## src/rtl/sdram_port_arbiter.sv

```systemverilog
// Three-way arbiter (video > ioctl > cpu, with CPU starvation guard) in front of
// a single-outstanding SDRAM controller req/ready port, with a WAIT timeout.
module sdram_port_arbiter #(
  parameter int AW         = 24,
  parameter int DW         = 16,
  parameter int STARVE_MAX = 4,
  parameter int TIMEOUT    = 255
) (
  input  logic          clk_sys,
  input  logic          reset_n,
  input  logic          vid_req,
  input  logic [AW-1:0] vid_addr,
  output logic          vid_ack,
  output logic [DW-1:0] vid_rdata,
  input  logic          io_req,
  input  logic [AW-1:0] io_addr,
  input  logic [DW-1:0] io_wdata,
  output logic          io_ack,
  input  logic          cpu_req,
  input  logic          cpu_we,
  input  logic [AW-1:0] cpu_addr,
  input  logic [DW-1:0] cpu_wdata,
  output logic          cpu_ack,
  output logic [DW-1:0] cpu_rdata,
  output logic          mem_req,
  output logic          mem_we,
  output logic [AW-1:0] mem_addr,
  output logic [DW-1:0] mem_wdata,
  input  logic          mem_ready,
  input  logic [DW-1:0] mem_rdata,
  output logic          err,
  input  logic          err_clr,
  output logic [1:0]    dbg_state
);

  localparam int SW = $clog2(STARVE_MAX + 1);
  localparam int TW = 8;

  // Handshake: a requester raises req (level) with stable addr/data and keeps
  // it until its 1-cycle ack; toward the controller mem_req is a 1-cycle pulse
  // and mem_ready a 1-cycle completion pulse, honoured only in S_WAIT.
  typedef enum logic [1:0] {S_IDLE, S_ISSUE, S_WAIT} state_t;
  typedef enum logic [1:0] {OWN_VID, OWN_IO, OWN_CPU} owner_t;

  state_t        state, state_nxt;
  owner_t        owner, grant_sel;
  logic          grant, done, tmo_hit;
  logic [SW-1:0] starve_cnt, starve_nxt;
  logic [TW-1:0] tmo_cnt;

  assign mem_req   = (state == S_ISSUE);
  assign dbg_state = state;

  always_comb begin
    state_nxt  = state;
    grant      = 1'b0;
    grant_sel  = owner;
    starve_nxt = starve_cnt;
    done       = 1'b0;
    tmo_hit    = 1'b0;
    case (state)
      S_IDLE: begin
        if (vid_req || io_req || cpu_req) begin
          grant     = 1'b1;
          state_nxt = S_ISSUE;
          if (cpu_req && starve_cnt == SW'(STARVE_MAX)) grant_sel = OWN_CPU;
          else if (vid_req)                             grant_sel = OWN_VID;
          else if (io_req)                              grant_sel = OWN_IO;
          else                                          grant_sel = OWN_CPU;
          // Count only grants the CPU actually competed for and lost.
          if (grant_sel == OWN_CPU)
            starve_nxt = '0;
          else if (cpu_req && starve_cnt != SW'(STARVE_MAX))
            starve_nxt = starve_cnt + SW'(1);
        end
      end
      S_ISSUE: state_nxt = S_WAIT;
      S_WAIT: begin
        if (mem_ready) begin
          done      = 1'b1;
          state_nxt = S_IDLE;
        end else if (tmo_cnt == TW'(TIMEOUT)) begin
          tmo_hit   = 1'b1;
          state_nxt = S_IDLE;
        end
      end
      default: state_nxt = S_IDLE;
    endcase
  end

  always_ff @(posedge clk_sys or negedge reset_n) begin
    if (!reset_n) begin
      state      <= S_IDLE;
      owner      <= OWN_VID;
      starve_cnt <= '0;
      tmo_cnt    <= '0;
      vid_ack    <= 1'b0;
      io_ack     <= 1'b0;
      cpu_ack    <= 1'b0;
      vid_rdata  <= '0;
      cpu_rdata  <= '0;
      mem_we     <= 1'b0;
      mem_addr   <= '0;
      mem_wdata  <= '0;
      err        <= 1'b0;
    end else begin
      state      <= state_nxt;
      starve_cnt <= starve_nxt;
      vid_ack    <= 1'b0;
      io_ack     <= 1'b0;
      cpu_ack    <= 1'b0;

      if (grant) begin
        owner <= grant_sel;
        case (grant_sel)
          OWN_VID: begin
            mem_we    <= 1'b0;
            mem_addr  <= vid_addr;
            mem_wdata <= '0;
          end
          OWN_IO: begin
            mem_we    <= 1'b1;
            mem_addr  <= io_addr;
            mem_wdata <= io_wdata;
          end
          default: begin
            mem_we    <= cpu_we;
            mem_addr  <= cpu_addr;
            mem_wdata <= cpu_wdata;
          end
        endcase
      end

      if (state == S_ISSUE)     tmo_cnt <= '0;
      else if (state == S_WAIT) tmo_cnt <= tmo_cnt + TW'(1);

      // A timed-out read returns zero data; writes never touch rdata.
      if (done || tmo_hit) begin
        case (owner)
          OWN_VID: begin
            vid_ack   <= 1'b1;
            vid_rdata <= done ? mem_rdata : '0;
          end
          OWN_IO: io_ack <= 1'b1;
          default: begin
            cpu_ack <= 1'b1;
            if (!mem_we) cpu_rdata <= done ? mem_rdata : '0;
          end
        endcase
      end

      if (tmo_hit)      err <= 1'b1;
      else if (err_clr) err <= 1'b0;
    end
  end

endmodule
```

## config.mk

```make
export PLATFORM = sky130hd
export DESIGN_NAME = sdram_port_arbiter
export DESIGN_NICKNAME = d
export VERILOG_FILES = /design/src/rtl/sdram_port_arbiter.sv
export SDC_FILE = /design/constraint.sdc
export NUM_CORES = 1
export LEC_CHECK = 0
export ABC_AREA = 0
export BUFFER_PORTS_ARGS = -buffer_cell sky130_fd_sc_hd__buf_2
export CELL_PAD_IN_SITES_DETAIL_PLACEMENT = 1
export CELL_PAD_IN_SITES_GLOBAL_PLACEMENT = 2
export CORE_MARGIN = 10
export CORE_UTILIZATION = 27
export DETAILED_ROUTE_END_ITERATION = 16
export PLACE_DENSITY = 0.77
export SYNTH_ARGS = -nofsm -noshare
export SYNTH_HDL_FRONTEND = slang
export SYNTH_SLANG_ARGS = --single-unit
```

## constraint.sdc

```tcl
create_clock -name clk_sys -period 2.21 [get_ports clk_sys]
set_clock_uncertainty 0.2 [all_clocks]
set_input_delay 0.221 -clock clk_sys [delete_from_list [all_inputs] [get_ports clk_sys]]
set_output_delay 0.221 -clock clk_sys [all_outputs]
set_load 0.005 [all_outputs]
```

==> results of run 1 <==
## logic make-up after synthesis
logic type                 count (synthesis)
xor gates and xnor gates                   3
muxes                                      6
AOI/OAI and AO/OA                        117
buffers and inverters                     42
adders and majority gates                  7
DFF                                       92
and+or+nand+nor                          120
## synthesized netlist by cell type, types with 4 or more instances
cell type   n
a21oi_1    29
dfrtp_1    92
a221oi_1   18
nor2_1     66
ha_1        7
mux2_2      5
buf_6       6
a221oi_2   22
inv_1      13
nand3_1     4
o21ai_0     5
nand2_1    31
buf_2      10
a22o_1     33
clkbuf_1   11
## state kept, by name, indices dropped and copies added, names as in the netlist
register	flops
mem_addr	24
vid_ack	1
mem_wdata	16
cpu_ack	1
starve_cnt	3
vid_rdata	16
mem_we	1
io_ack	1
cpu_rdata	16
dbg_state	2
tmo_cnt	8
owner	2
err	1
## stage by stage
stage | power, W | util [%] | area [um^2] | instances | hold WS, ps
after CTS | 0.008503 | 46.56 | 7131 | 934 | 86.16
after global routing | 0.009131 | 46.67 | 7147 | 939 | 112.3
after detailed placement | 0.006705 | 36.53 | 5594 | 795 | 51.87
final | 0.008438 | 46.68 | 7149 | 940 | 100.9
after global placement | 0.006549 | 36.53 | 5594 | 795 | 54.90
after floorplan | 0.004975 | - | 4254 | 387 | -274.6
## cells in the final DEF, fill, tap and decap left out, types with 2 or more instances in the layout
cell type,instances
a21oi_1,29
a221oi_1,18
a221oi_2,22
a22o_1,33
and3_1,2
buf_12,4
buf_2,206
buf_4,16
clkbuf_16,9
clkinv_8,2
dfrtp_1,92
diode_2,6
dlygate4sd3_1,123
ha_1,7
inv_1,13
inv_8,2
mux2_2,5
nand2_1,31
nand2b_1,2
nand3_1,4
nand3_2,2
nand3b_1,2
nor2_1,66
nor3_1,3
o21ai_0,5
o22ai_1,3
xnor2_1,2
## layout make-up
type	count	share of cell area, %
Antenna cell	6	0.2100
Multi-Input combinational cell	253	24.50
Timing Repair Buffer	349	34.44
Inverter	13	0.6825
Sequential cell	92	32.20
Clock buffer	9	3.150
Tap cell	211	3.693
Clock inverter	7	1.120
## critical path, delay by kind of cell
family | cells | cell delay (ps)
compound gates | 2 | 290
buf+inv | 3 | 990
simple gates | 2 | 540
## power breakdown
| group | internal [W] | switching (W) |
|---|---|---|
| clock network | 0.000805 | 0.000772 |
| registers | 0.00247 | 0.000486 |
| logic | 0.00184 | 0.00207 |
| total | 0.00511 | 0.00333 |
## routing by layer
metal  share of wire (%)  routed length [um]
met1                  42                7623
met3                 7.9                1450
met5                   0                   0
met2                  48                8747
met4                 2.9                 537
## path summary, 6_finish.rpt
kind / end / slack [ps] / depth (start not counted)
setup / recovery: mem_addr[16] / 190 / 7
hold / removal: mem_addr[16] / 100 / 4
setup reg to reg: mem_addr[0] / 210 / 7
hold reg to reg: mem_wdata[10] / 300 / 2
max in group asynchronous: owner[1] / 930 / 3
min in group asynchronous: mem_wdata[11] / 210 / 2
## timing repair
action                                  4_1_cts  5_1_grt
gates resized for setup                       0        2
buffers inserted                              0        0
hold endpoints to repair                    113        0
hold buffers                                123        0
endpoints found under the setup margin        0       19
==> summary.md, run 1 <==
| Metric | Value |
|---|---|
| First-pass GRT wire length | 29.77 mm |
| Post-Route Setup TNS | 0 ps |
| Synth area leaders | dfrtp_1 54%, a221oi_2 7.8%, a22o_1 6.8% |
| Worst r2r src | starve_cnt[0] |
| Final worst-path cycle share | 91.48% |
| Die width | 145.5 um |
| Hold path startpoint | io_addr[16] |
| Clock transition at path regs | 70 ps |
| DIE AREA | 21,180 um^2 |
| Post-synth EDFFs | 0 |
| Crit-path max cell delay | 560 ps |
| Cell row count | 45 |
| Mapped Cells | 387 |
| Vias | 4,509 |
| Fraction of synthesized cell area in xor and xnor cells | 0.6176% |
| Largest net degree at the start of global routing | 43 |
| Synth top area share | 54.12% |
| Final Hold Vio Count | 0 |
| Place WS | 113.1 ps |
| VDD IR max | 432.3 uV |
| Final WL | 18.36 mm |
| Critical Path Slowest Stage Cell | dlygate4sd3_1 |
| Total track usage | 17.26% |
| Area growth from synthesis to layout | 68.06% |
| Slew headroom | 63.00% |
| Routed Antenna Nets | 0 |
| Layout cell share with drive strength beyond 1 | 38.45% |
| Ports | 208 |
| Detail-routed via count per cell | 4.797 |
| Longest Clk Path Bufs | 2 |
| Avg WL per Cell | 19.53 um |
| Max cap viols | 0 |
| Core ar. | 15,310 um^2 |
| Status | complete, no violations |
| Fmax | 494.6 MHz |
| Worst path arrival time | 2060 ps |
| Initial antenna violation count | 6 |
| Final nets | 853 |
| Worst Tran Pin Value | 555.0 ps |
| Gp weighted congestion | 0.7661 |
| Register bit total from synthesis | 92 |
| First-pass detailed-route iteration total | 4 |
| Slew Viols, Final | 0 |
| Met2 GRT Util | 28.20% |
| Initial core utilization | 27.78% |
| DR iter-0 viols | 139 |
| Cell variety after synth | 38 |
| Sequential-to-total area share from yosys stat | 54.12% |
| Synth Area in Adders | 2.059% |
| Total grt overflow | 0 |
| Filler instances | 1,749 |
| Critical Path, Cell by Cell | dlygate4sd3_1, buf_2, nor3_1, nand2b_2, buf_12, a221oi_1, a22o_1 |
| Multi-input gate area | 1752 um^2 |
| HP Class | input port to flop |
| I/O Buffers | 207 |
| DR DRC count | 0 |
| Setup CP Type | input port to flop |
| Clock sink count | 92 |
| Vias in the first global route | 5,313 |
| Minimum clock period | 2022 ps |
| Reg area | 2302 um^2 |
| Critical Path Source | cpu_req |
| YS warnings | 0 |
| Htree depth | 3 |
| CTS tree | done |
| Fin worst setup slack | 188.3 ps |
| Global Route met3 Usage | 6.240% |
| Clk root buf | clkbuf_16 |
| Async set-reset flop share out of synthesis | 100.0% |
| Power per cell area | 1180 nW/um^2 |
| Met1 usage | 19.99% |
| Lkg Pwr | 3.460 nW |
| Die height | 145.5 um |
| Endpoints failing setup | 0 |
| GR peak layer | met2 |
| Post-Synth Simple-Gate Area | 12.24% |
| Post-Syn Area per Cell | 10.99 um^2 |
| Largest family of logic cells by synthesized area | compound AO/OA/AOI/OAI gates |
| Final HPWL DP | 11.82 mm |
| Cell taking the most area after synthesis | dfrtp_1 |
| Worst EP required | 2250 ps |
| Synthesized area | 4254 um^2 |
| RSZ-0062 raised after global routing | false |
| Clk Latency, worst-skew pair | 350 ps |
| Critical Path End Type | flop |
| Startpoint class of the critical path | input port |
| Multiplexer share of the synthesized area | 1.559% |
| Clock buffers created by TritonCTS | 9 |
| Worst-path maximum fanout | 42 |
| Complex-gate fraction of the synthesized area | 24.18% |
| Post-Syn Nets | 522 |
| Ys flop type | dfrtp_1 |
Power figures use the tool's default switching activity.
==> inputs of run 2 (changes only) <==
- HOLD_SLACK_MARGIN: unset -> 0.02
- SETUP_SLACK_MARGIN: unset -> 0.4
==> summary.md, run 2 (synthesized netlist as in run 1, its figures left out) <==
| Metric | Value |
|---|---|
| Met3 routed WL | 1.142 mm (-21%) |
| RSZ-0062 raised after global routing | true |
| Clock Power Share | 16.4% (-2.3 points) |
| Critical Path End Type | flop |
| HP Class | input port to flop |
| Clk root buf | clkbuf_16 |
| Power per cell area | 1189 nW/um^2 (+0.77%) |
| Total grt overflow | 0 (unchanged) |
| CTS tree | done |
| VDD IR max | 566.2 uV (+31%) |
| Multi-input gate area | 2140 um^2 (+22%) |
| Switch share | 40.07% (+0.65 points) |
| Clk Latency, worst-skew pair | 350 ps (about the same) |
| Clock buffers created by TritonCTS | 9 (unchanged) |
| WL met2 | 10.69 mm (+22%) |
| Max cap viols | 0 (unchanged) |
| Crit-path max cell delay | 400 ps (-160 ps) |
| Critical Path, Cell by Cell | inv_2, ha_4, nand3_4, and4b_4, buf_12, a221oi_2, a21oi_2 |
| Die width | 145.5 um (unchanged) |
| Final WL | 20.44 mm (+11%) |
| Slew Viols, Final | 0 (unchanged) |
| Reg area | 2307 um^2 (+0.22%) |
| Startpoint class of the critical path | flop |
| Setup CP Type | flop to flop |
| Htree depth | 3 (unchanged) |
| Delay-heaviest family, CP | flip-flops |
| Final nets | 879 (+3.0%) |
| Dpl cells | 792 (-0.38%) |
| Critical Path Slowest Stage Cell | dfrtp_1 |
| Final HPWL DP | 12.18 mm (+3.1%) |
| Slew headroom | 42.13% (-21 points) |
| Largest net degree at the start of global routing | 42 (-2.3%) |
| Commonest non-fill, non-tap cells in the layout | 206 x buf_2, 123 x dlygate4sd3_1, 88 x dfrtp_1 |
| Final Hold Vio Count | 0 (unchanged) |
| Clock transition at path regs | 70 ps (about the same) |
| Clock sink count | 92 (unchanged) |
| Max FFs per register | 24 (unchanged) |
| Core ar. | 15,310 um^2 (unchanged) |
| Pint | 0.005566 W (+8.9%) |
| Longest Clk Path Bufs | 2 (unchanged) |
| I/O Buffers | 207 (unchanged) |
| WL met1 | 8.219 mm (+7.8%) |
| Design Area, Final | 7810 um^2 (+9.2%) |
| Worst path arrival time | 1890 ps (-170 ps) |
| Lkg Pwr | 3.661 nW (+5.8%) |
| Crit path buffers/inverters | 2 (-1) |
| Status | complete, no violations |
| Layout Utilization | 51.00% (+4.3 points) |
| Gp weighted congestion | 0.7734 (+0.95%) |
| Layout cell share with drive strength beyond 1 | 46.46% (+8.0 points) |
| Fmax | 537.9 MHz (+8.8%) |
| Initial core utilization | 27.78% (unchanged) |
| Routed Antenna Nets | 0 (unchanged) |
| Final Non-Filler Cells | 962 (+2.3%) |
| Most common cell after layout, fill and taps aside | buf_2 |
| Combinational fraction of design power | 51.1% (+4.8 points) |
| Worst Tran Pin Value | 868.0 ps (+313.0 ps) |
| Area growth from synthesis to layout | 83.59% |
| First-pass GRT wire length | 31.20 mm (+4.8%) |
| Worst EP required | 2240 ps (about the same) |
| Total track usage | 18.43% (+1.2 points) |
| Cell row count | 45 (unchanged) |
| Vias | 4,675 (+3.7%) |
| Register share of total power | 32.5% (-2.5 points) |
| Die height | 145.5 um (unchanged) |
| Vias in the first global route | 5,275 (-0.72%) |
| Worst-path maximum fanout | 7 (-83%) |
| Filler instances | 1,683 (-3.8%) |
| Area after DPL | 5662 um^2 (+1.2%) |
| Post-Route Setup TNS | 0 ps (unchanged) |
| Net Switching | 0.003722 W (+12%) |
| Initial antenna violation count | 2 (-4) |
| Final worst-path cycle share | 84.11% (-7.4 points) |
| Top Layer Used | met4 |
| First-pass detailed-route iteration total | 4 (unchanged) |
| DIE AREA | 21,180 um^2 (unchanged) |
| Ports | 208 (unchanged) |
| Detail-routed via count per cell | 4.860 (+1.3%) |
| DR iter-0 viols | 190 (+37%) |
| Endpoints failing setup | 0 (unchanged) |
| Largest register by flop count | mem_addr |
| Minimum clock period | 1859 ps (-162.7 ps) |
| DR DRC count | 0 (unchanged) |
| Avg WL per Cell | 21.24 um (+8.8%) |
==> run 2: changes by cell type in the layout (fill, tap and decap cells not counted), sizes merged <==
cell | previous run | this run
clkbuf | 9 | 11
clkinvlp | 1 | 2
diode | 6 | 2
buf | 226 | 247
nand3 | 6 | 8
o21ai | 6 | 7
inv | 16 | 15
==> run 2: timing repair <==
action                                  CTS  global route
hold buffers                            123             0
hold endpoints to repair                140             0
endpoints found under the setup margin   79            77
setup buffers                             7            16
gates cloned                              4             2
pin swaps                                 5            46
resized for setup                        27            40
==> run 2: through the flow <==
stage	hold slack (ps)	total power [W]	setup slack (ps)
floorplan	-274.6	0.005152	336.8
global placement	-36.73	0.006607	168.0
detailed placement	-34.44	0.006754	108.6
CTS	85.82	0.008784	331.5
global route	119.4	0.009949	274.6
finish	100.6	0.009288	351.1
==> run 2: power groups by stage <==
stage | Sequential [W] | Combinational [W] | Clock, W
after floorplan | 0.00297 | 0.00219 | 0
final | 0.00302 | 0.00475 | 0.00152
after global placement | 0.00296 | 0.00365 | 0
after detailed placement | 0.00297 | 0.00379 | 0
after global routing | 0.00312 | 0.00519 | 0.00164
after CTS | 0.00299 | 0.00423 | 0.00156
==> run 2: worst paths after layout <==
check                              start       endpoint  slack (ps)  cells after the start
min in group asynchronous        reset_n   mem_wdata[5]         130                      2
min                              cpu_req  starve_cnt[2]         100                      3
max reg2reg                starve_cnt[0]   mem_addr[20]         350                      7
max                        starve_cnt[0]   mem_addr[20]         350                      7
min reg2reg                cpu_rdata[13]  cpu_rdata[13]         300                      1
max in group asynchronous        reset_n    mem_addr[0]         950                      3
==> run 2: tightest hold or removal path: cells and delay by family <==
family          cells  cell delay, ps
buf+inv             1             140
simple gates        1             150
compound gates      1             100
==> run 2: area by class of cell <==
type                    count  area share [%]
repair buffers            372           35.29
flip-flops and latches     92           29.54
multi-input cells         256           27.40
well taps                 211           3.380
clock buffers               9           2.884
clock inverters             7          0.7850
inverters                  13          0.6568
diodes                      2         0.06408
==> run 2: routing by layer <==
metal  vias up  GRT usage, %
li1       2127             -
met4         0         5.460
met2       178         32.34
met3        21         5.744
met1      2349         20.96
met5         -             0
==> inputs of run 3 (changes only) <==
- clock period: 2.21 -> 1.8 ns (I/O delays scaled with it)
==> summary.md, run 3 (synthesized netlist as in run 1, its figures left out) <==
| Metric | Value |
|---|---|
| Clock sink count | 92 (unchanged) |
| Final WL | 21.35 mm (+4.5%) |
| Final Non-Filler Cells | 972 (+1.0%) |
| Power per cell area | 1525 nW/um^2 (+28%) |
| Worst-path maximum fanout | 17 (+10) |
| Die height | 145.5 um (unchanged) |
| Avg WL per Cell | 21.96 um (+3.4%) |
| Max FFs per register | 24 (unchanged) |
| Longest Clk Path Bufs | 2 (unchanged) |
| HP Class | input port to flop |
| Pint | 0.007347 W (+32%) |
| I/O Buffers | 207 (unchanged) |
| VDD IR max | 809.0 uV (+43%) |
| Reg area | 2303 um^2 (-0.16%) |
| CTS tree | done |
| Delay-heaviest family, CP | flip-flops |
| Status | finished, violations left |
| Design Area, Final | 8034 um^2 (+2.9%) |
| Worst Tran Pin Value | 381.7 ps (-486.3 ps) |
| Clock transition at path regs | 70 ps (about the same) |
| Layout cell share with drive strength beyond 1 | 48.01% (+1.5 points) |
| Final HPWL DP | 12.51 mm (+2.7%) |
| Vias in the first global route | 5,395 (+2.3%) |
| Crit-path max cell delay | 420 ps (+20 ps) |
| Largest register by flop count | mem_addr |
| Commonest non-fill, non-tap cells in the layout | 204 x buf_2, 124 x dlygate4sd3_1, 91 x dfrtp_1 |
| Combinational fraction of design power | 53.8% (+2.7 points) |
| Clk root buf | clkbuf_16 |
| Dpl cells | 798 (+0.76%) |
| Die width | 145.5 um (unchanged) |
| Lkg Pwr | 3.788 nW (+3.4%) |
| Crit path buffers/inverters | 2 (unchanged) |
| Core ar. | 15,310 um^2 (unchanged) |
| DR DRC count | 0 (unchanged) |
| Failing checks | setup timing |
| Total track usage | 18.82% (+0.39 points) |
| Startpoint class of the critical path | flop |
| Layout Utilization | 52.46% (+1.5 points) |
| Fmax | 540.6 MHz (+0.49%) |
| Htree depth | 3 (unchanged) |
| Multi-input gate area | 2187 um^2 (+2.2%) |
| Final Hold Vio Count | 0 (unchanged) |
| DIE AREA | 21,180 um^2 (unchanged) |
| Clk Latency, worst-skew pair | 340 ps (about the same) |
| Critical Path Slowest Stage Cell | dfrtp_1 |
| Initial core utilization | 27.78% (unchanged) |
| Ports | 208 (unchanged) |
| Endpoints failing setup | 6 (+6) |
| Clock Power Share | 16.0% (-0.4 points) |
| Final worst-path cycle share | 102.8% (+19 points) |
| Largest net degree at the start of global routing | 51 (+21%) |
| Worst path arrival time | 1880 ps (about the same) |
| First-pass GRT wire length | 31.78 mm (+1.9%) |
| Worst EP required | 1830 ps (-410 ps) |
| Cell row count | 45 (unchanged) |
| Max cap viols | 0 (unchanged) |
| Total grt overflow | 0 (unchanged) |
| Net Switching | 0.004902 W (+32%) |
| RSZ-0062 raised after global routing | true |
| Slew Viols, Final | 0 (unchanged) |
| Clock buffers created by TritonCTS | 9 (unchanged) |
| Fin worst setup slack | -49.88 ps (-400.9 ps) |
| Setup CP Type | flop to flop |
| First-pass detailed-route iteration total | 6 (+2) |
| Area growth from synthesis to layout | 88.85% |
| DR iter-0 viols | 186 (-2.1%) |
| Critical Path, Cell by Cell | inv_2, ha_4, and4b_4, buf_12, a221oi_2, a22o_1 |
| Initial antenna violation count | 6 (+4) |
| Switch share | 40.02% (-0.056 points) |
| Routed Antenna Nets | 0 (unchanged) |
| Final nets | 884 (+0.57%) |
| Slew headroom | 74.22% (+32 points) |
| Most common cell after layout, fill and taps aside | buf_2 |
| Area after DPL | 5873 um^2 (+3.7%) |
| Register share of total power | 30.2% (-2.3 points) |
| Place WS | -119.7 ps (-228.3 ps) |
| Minimum clock period | 1850 ps (-9.050 ps) |
| Critical Path End Type | flop |
| Detail-routed via count per cell | 4.936 (+1.6%) |
| Gp weighted congestion | 0.7435 (-3.9%) |
| Total power draw | 0.01225 W (+32%) |
| Vias | 4,798 (+2.6%) |
| Filler instances | 1,705 (+1.3%) |
-- run 3: changes by cell type in the layout (fill, tap and decap cells not counted), moves of 3 or more --
cell,delta
dfrtp_1,+3
nand3_4,-3
buf_6,+7
diode_2,+5
inv_8,+3
o22ai_2,+3
dfrtp_2,-3
buf_12,+6
mux2_4,+4
mux2_2,-4
o22ai_1,-3
-- run 3: power by group through the flow --
stage / Clock (W) / Sequential [W] / Combinational [W]
after detailed placement: 0 / 0.00365 / 0.00508
final: 0.00196 / 0.00369 / 0.00659
after global routing: 0.00212 / 0.00382 / 0.00712
after global placement: 0 / 0.00360 / 0.00489
after floorplan: 0 / 0.00366 / 0.00280
after CTS: 0.00201 / 0.00363 / 0.00600
-- run 3: final cells by class --
cell class / count / share of cell area (%)
antenna: 7 / 0.2180
clock buffer: 9 / 2.803
clock inverter: 7 / 0.9656
inverter: 13 / 0.6074
multi-input combinational: 253 / 27.22
sequential: 92 / 28.67
tap: 211 / 3.286
timing repair buffer: 380 / 36.22
-- run 3: path summary, 6_finish.rpt --
path | start | end | slack [ps] | cells past startpoint
min in group asynchronous | reset_n | mem_wdata[14] | 170 | 3
worst max register to register | dbg_state[1] | mem_addr[16] | -50 | 6
max in group asynchronous | reset_n | mem_addr[20] | 750 | 3
worst min-delay path | mem_ready | err | 60 | 3
worst min register to register | cpu_rdata[3] | cpu_rdata[3] | 300 | 1
worst max-delay path | dbg_state[1] | mem_addr[16] | -50 | 6
-- run 3: repair_timing --
action / in CTS / in global routing
hold buffers: 124 / 0
pin swaps: 8 / 24
gates resized for setup: 36 / 35
gates cloned: 2 / 2
hold endpoints to repair: 168 / 0
buffers inserted: 16 / 7
endpoints found under the setup margin: 93 / 95
-- run 3: worst register-to-register path, cell delays in order, from the launching register on --
cell and delay (ps):
dfrtp_1 420, inv_2 100, ha_4 180, and4b_4 330
buf_12 200, a221oi_2 90, a22o_1 210
-- run 3: metrics by stage --
step,TNS (ps),hold WS (ps)
after detailed placement,-4319,-211.3
after CTS,0,18.89
after global routing,-1498,56.11
after floorplan,-1250,-315.6
final,-141.3,56.06
after global placement,-1117,-211.3
-- run 3: routing by layer --
layer	part of all wire [%]	track usage, %	vias to the layer above
met3	3.8	3.384	46
met4	3.3	8.948	0
met1	38	20.12	2419
met2	55	34.87	183
met5	0	0	-
li1	-	-	2150
